--- src/rtl/present_pkg.sv ---
// Shared PRESENT-80 tables, layer functions and key-schedule steps; used by encrypt and decrypt cores.
// Pure combinational helpers, no state, no handshake.
package present_pkg;

  localparam int ROUNDS = 31;
  localparam int KEY_W  = 80;

  localparam logic [3:0] SBOX [16] = '{
    4'hC, 4'h5, 4'h6, 4'hB, 4'h9, 4'h0, 4'hA, 4'hD,
    4'h3, 4'hE, 4'hF, 4'h8, 4'h4, 4'h7, 4'h1, 4'h2
  };

  localparam logic [3:0] SBOX_INV [16] = '{
    4'h5, 4'hE, 4'hF, 4'h8, 4'hC, 4'h1, 4'h2, 4'hD,
    4'hB, 4'h4, 4'h6, 4'h3, 4'h0, 4'h7, 4'h9, 4'hA
  };

  typedef enum logic [1:0] {IDLE, EXPAND, DECRYPT, DONE} state_t;

  function automatic logic [63:0] sbox_layer(input logic [63:0] x);
    logic [63:0] y;
    y = '0;
    for (int i = 0; i < 16; i++) y[4*i +: 4] = SBOX[x[4*i +: 4]];
    return y;
  endfunction

  function automatic logic [63:0] sbox_inv_layer(input logic [63:0] x);
    logic [63:0] y;
    y = '0;
    for (int i = 0; i < 16; i++) y[4*i +: 4] = SBOX_INV[x[4*i +: 4]];
    return y;
  endfunction

  // Bit i moves to 16*i mod 63; bit 63 is a fixed point.
  function automatic logic [63:0] p_layer(input logic [63:0] x);
    logic [63:0] y;
    y = '0;
    for (int i = 0; i < 63; i++) y[(16*i) % 63] = x[i];
    y[63] = x[63];
    return y;
  endfunction

  function automatic logic [63:0] p_inv_layer(input logic [63:0] x);
    logic [63:0] y;
    y = '0;
    for (int i = 0; i < 63; i++) y[i] = x[(16*i) % 63];
    y[63] = x[63];
    return y;
  endfunction

  function automatic logic [KEY_W-1:0] key_fwd(input logic [KEY_W-1:0] key, input logic [4:0] ctr);
    logic [KEY_W-1:0] r;
    r          = {key[18:0], key[79:19]};
    r[79:76]   = SBOX[r[79:76]];
    r[19:15]   = r[19:15] ^ ctr;
    return r;
  endfunction

  function automatic logic [KEY_W-1:0] key_inv(input logic [KEY_W-1:0] key, input logic [4:0] ctr);
    logic [KEY_W-1:0] r;
    r          = key;
    r[19:15]   = r[19:15] ^ ctr;
    r[79:76]   = SBOX_INV[r[79:76]];
    return {r[60:0], r[79:61]};
  endfunction

endpackage

--- src/rtl/present_inv_round.sv ---
// One combinational PRESENT inverse round: steps the key back one round and undoes P/S layers.
// Zero latency, no handshake.
module present_inv_round
  import present_pkg::*;
(
  input  logic [63:0]      st,
  input  logic [KEY_W-1:0] key,
  input  logic [4:0]       ctr,
  output logic [63:0]      st_next,
  output logic [KEY_W-1:0] key_next
);

  assign key_next = key_inv(key, ctr);
  assign st_next  = sbox_inv_layer(p_inv_layer(st)) ^ key_next[79:16];

endmodule

--- src/rtl/present_decrypt.sv ---
// Iterative PRESENT-80 decryptor: 31 key-expansion cycles then 31 inverse rounds; p valid 62 cycles after accept.
// in_ready only in IDLE; p/out_valid held in DONE until out_ready.
module present_decrypt
  import present_pkg::*;
(
  input  logic             clk,
  input  logic             rst_n,
  input  logic             in_valid,
  output logic             in_ready,
  input  logic [63:0]      c,
  input  logic [KEY_W-1:0] k,
  output logic             out_valid,
  input  logic             out_ready,
  output logic [63:0]      p
);

  state_t           state, state_nxt;
  logic [63:0]      st, st_nxt;
  logic [KEY_W-1:0] key_r, key_nxt;
  logic [4:0]       ctr, ctr_nxt;
  logic [63:0]      p_nxt;
  logic             out_valid_nxt;
  logic [KEY_W-1:0] fwd_key;
  logic [63:0]      rnd_st;
  logic [KEY_W-1:0] rnd_key;

  present_inv_round u_round (
    .st       (st),
    .key      (key_r),
    .ctr      (ctr),
    .st_next  (rnd_st),
    .key_next (rnd_key)
  );

  assign fwd_key  = key_fwd(key_r, ctr);
  assign in_ready = (state == IDLE);

  always_comb begin
    state_nxt     = state;
    st_nxt        = st;
    key_nxt       = key_r;
    ctr_nxt       = ctr;
    p_nxt         = p;
    out_valid_nxt = out_valid;
    case (state)
      IDLE: begin
        if (in_valid) begin
          key_nxt   = k;
          st_nxt    = c;
          ctr_nxt   = 5'd1;
          state_nxt = EXPAND;
        end
      end
      EXPAND: begin
        key_nxt = fwd_key;
        // Last expansion step also applies the K32 whitening to the ciphertext.
        if (ctr == 5'(ROUNDS)) begin
          st_nxt    = st ^ fwd_key[79:16];
          state_nxt = DECRYPT;
        end else begin
          ctr_nxt = ctr + 5'd1;
        end
      end
      DECRYPT: begin
        st_nxt  = rnd_st;
        key_nxt = rnd_key;
        if (ctr == 5'd1) begin
          p_nxt         = rnd_st;
          out_valid_nxt = 1'b1;
          state_nxt     = DONE;
        end else begin
          ctr_nxt = ctr - 5'd1;
        end
      end
      DONE: begin
        if (out_ready) begin
          out_valid_nxt = 1'b0;
          state_nxt     = IDLE;
        end
      end
      default: state_nxt = IDLE;
    endcase
  end

  always_ff @(posedge clk) begin
    if (!rst_n) begin
      state     <= IDLE;
      st        <= '0;
      key_r     <= '0;
      ctr       <= '0;
      p         <= '0;
      out_valid <= 1'b0;
    end else begin
      state     <= state_nxt;
      st        <= st_nxt;
      key_r     <= key_nxt;
      ctr       <= ctr_nxt;
      p         <= p_nxt;
      out_valid <= out_valid_nxt;
    end
  end

endmodule
--- config.mk ---
export PLATFORM = sky130hd
export DESIGN_NAME = present_decrypt
export DESIGN_NICKNAME = d
export VERILOG_FILES = /design/src/rtl/present_pkg.sv /design/src/rtl/present_inv_round.sv /design/src/rtl/present_decrypt.sv
export SDC_FILE = /design/constraint.sdc
export NUM_CORES = 1
export LEC_CHECK = 0
export BUFFER_PORTS_ARGS = -buffer_cell sky130_fd_sc_hd__buf_2
export CAP_MARGIN = 10
export CORE_MARGIN = 3
export CORE_UTILIZATION = 45
export CTS_CLUSTER_SIZE = 10
export DETAILED_ROUTE_END_ITERATION = 7
export PLACE_DENSITY = 0.65
export SYNTH_ARGS = -nofsm -noshare
export SYNTH_HDL_FRONTEND = slang
export SYNTH_SLANG_ARGS = --single-unit
--- constraint.sdc ---
create_clock -name clk -period 3.29 [get_ports clk]
set_input_delay 0.658 -clock clk [delete_from_list [all_inputs] [get_ports clk]]
set_output_delay 0.658 -clock clk [all_outputs]
set_load 0.02 [all_outputs]
==> impl_metrics.toml <==
[status]
status = "completed"

[die]
design.core.area_um2 = 32900
die_h_um = 190
start_util_pct = 46.2
placementRows = 66
die_x_um = 190
die_area_um2 = 36100
pin_count = 214

[synth]
synth_top_area_cell = "dfxtp_1"
synthXorXnorAreaFrac_pct = 8.09
yosysSeqAreaShare_pct = 28.4
syn_inst = 1847
synth-simple-area-share_pct = 16.9
synthTopCellsByArea = "dfxtp_1 (28%), ha_1 (9.5%), a21oi_1 (6.3%), a221oi_1 (6.0%), xor2_1 (4.8%)"
synth_cell_type_count = 67
synth-compound-area-share_pct = 21.8
synthFlopType = "dfxtp_1"
synth_edf_count = 0
yosys_warnings = 0
synthMuxAreaShare_pct = 7.75
synthArstFlopShare_pct = 0
ys_ff_latch = 216
yosys.area_share.adder_pct = 9.53
synth_top_cell_area_share_pct = 28.4
synth_top_family_by_area = "compound AO/OA/AOI/OAI gates"
synth_nets = 2111
synth_area_um2 = 15200
syn-mean-instance-area_um2 = 8.24

[global_routing]
grtUsageTotal_pct = 30.9
antenna_found_initial = 2
grt_pass1_vias = 13700
grt_first_pass_wirelength_um = 85700
grt_max_degree = 106
grt_overflow_total = 0

[place]
dp_hpwl_um = 42800
pre_cts_ws_ns = 0.330
gp_congestion = 0.994
portBuffers = 213

[drt]
dr.pass1.iters = 5
viasPerCell = 6.19
routedWlPerCell_um = 24.2
vias = 14900
final_antenna_net_count = 0
drt_iter0_drc = 1746
drc = 0
wl_um = 58100

[timing]
fin_crit_ns = 3.13
maxSlewViolCount = 0
slew_headroom_pct = 18.8
hold_violations = 0
setup_tns_ns = 0
post-route-period-util_pct = 95.1
rsz0062_at_grt = "no"
setup_viol = 0
clock_skew_ns = 0.0136
layout_setup_ws_ns = 0.162
fmax_mhz = 320
worst_pin_slew_ns = 1.22

[clocking]
post-cts-setup-buffers = 0
clock-sinks = 216
cts_hold_buffers = 0
cts_buffer_depth = 3
clk_latency_ns = 0.54
htreeDepth = 1
cts_tree = "done"
root_buffer = "clkbuf_16"
cts_made_buffers = 27
post_cts_resized = 0
cts.clk_slew.worst_paths_ns = 0.06

[power]
ir_drop_mv = 0.762
p_clk_share_pct = 12.6
p_seq_share_pct = 27.7
p_sw_share_pct = 52.8
leakage_nw = 7.04
cellPowerDensity_nw_per_um2 = 1250
switching_power_w = 0.0113
internal-power_w = 0.0101
finalPower_w = 0.0215
power_frac_comb_pct = 59.6

[finish]
nets = 2211
syn_to_final_growth_pct = 12.6
nFillCells = 3210
drive_gt1_share_pct = 18.4

[critical_path]
crit_path_end_kind = "register"
required_ns = 3.63
timing.reg2reg.setup_slack_ns = 0.16
cp.buffers_inverters = 1
crit_top_cell = "ha_1"
critical-path-top-delay-family = "compound AO/OA/AOI/OAI gates"
slowest_stage = "a221oi_1"
setup.worst_path.class = "register to register"
critPathArrivalTime_ns = 3.47
worstPathCellList = "ha_1 > and3_1 > ha_1 > nor2b_1 > nor3_4 > buf_12 > o21ai_0 > a221oi_1"
crit_path_max_incr_delay_ns = 0.86
critPathMaxFanout = 47
crit_path_start_kind = "register"

[flow_run]
max_cap_viol_count = 0

[min_path]
hp-class = "input pin to register"
[cell usage after synthesis (32+ instances only)]
cell type	instances
dfxtp_1	216
nand2_1	177
xnor2_1	51
mux4_2	32
nand3_1	34
clkbuf_1	95
xor2_1	84
nor2_1	175
a21oi_1	192
buf_2	43
nor3_1	46
or3_1	62
a211oi_1	36
ha_1	116
o21ai_0	71
inv_1	79
a221oi_1	104
[routing by layer]
metal  GRT usage, %  routed length (um)  vias up
li1               -                   -     6812
met1           43.6               23900     7067
met2           46.9               25200      852
met3           5.23                6300      139
met4           13.0                2770        2
met5              0                  17        -
[power by group through the flow]
| stage | registers [W] | logic [W] | clock network, W |
|---|---|---|---|
| finish | 0.00596 | 0.0128 | 0.00271 |
| CTS | 0.00584 | 0.0126 | 0.00273 |
| global placement | 0.00586 | 0.0123 | 0 |
| global route | 0.00603 | 0.0138 | 0.00282 |
| floorplan | 0.00465 | 0.00941 | 0 |
| detailed placement | 0.00590 | 0.0125 | 0 |
[worst reg2reg max path: stages (launching register included)]
cell and delay, ns:
dfxtp_1 0.50, ha_1 0.25, and3_1 0.16, ha_1 0.20
nor2b_1 0.15, nor3_4 0.30, buf_12 0.29, o21ai_0 0.22
a221oi_1 0.86
[sequential cells by signal, summed over array words and instances (netlist names)]
name and cells:
ctr 5, st 64, out_valid 1, key_r 80
state 2, p 64
[cell families after synthesis]
group                      count (synthesis)
adders and majority gates                116
AOI/OAI and AO/OA                        487
DFF                                      216
buffers and inverters                    255
muxes                                     74
xor gates and xnor gates                 138
and+or+nand+nor                          561
[layout by cell type (no fill, tap or decap), drive strengths merged, types with 34 or more instances in the layout]
master  count
nand3      34
ha        116
o21ai      71
buf       243
a211oi     36
a21oi     192
a221oi    107
xnor2      54
nor3       47
nor2      176
dfxtp     216
xor2       84
nand2     177
or3        62
inv        81
clkbuf     37
[area by class of cell]
type                    count  area (um2)  share of cell area [%]
diodes                      1        2.50                  0.0146
clock buffers              37         733                    4.28
clock inverters             4        20.0                   0.117
inverters                  83         317                    1.85
multi-input cells        1376        9800                    57.2
flip-flops and latches    216        4320                    25.2
well taps                 442         553                    3.23
repair buffers            243        1390                    8.12
[metrics by stage]
stage | hold slack [ns] | util [%] | std cells | area, um2
floorplan | 0.463 | - | 1847 | 15200
global placement | 0.440 | 49.7 | 2360 | 16400
detailed placement | 0.444 | 49.7 | 2360 | 16400
CTS | 0.405 | 52.0 | 2401 | 17100
global route | 0.406 | 52.0 | 2401 | 17100
finish | 0.414 | 52.0 | 2402 | 17100
[path summary, 6_finish.rpt]
check | startpoint | endpoint | depth (start not counted)
max | ctr[1] | st[27] | 8
min | c[63] | st[63] | 3
max reg2reg | ctr[1] | st[27] | 8
min reg2reg | p[49] | p[49] | 2
Note: power is estimated with default switching activity, not from simulation.
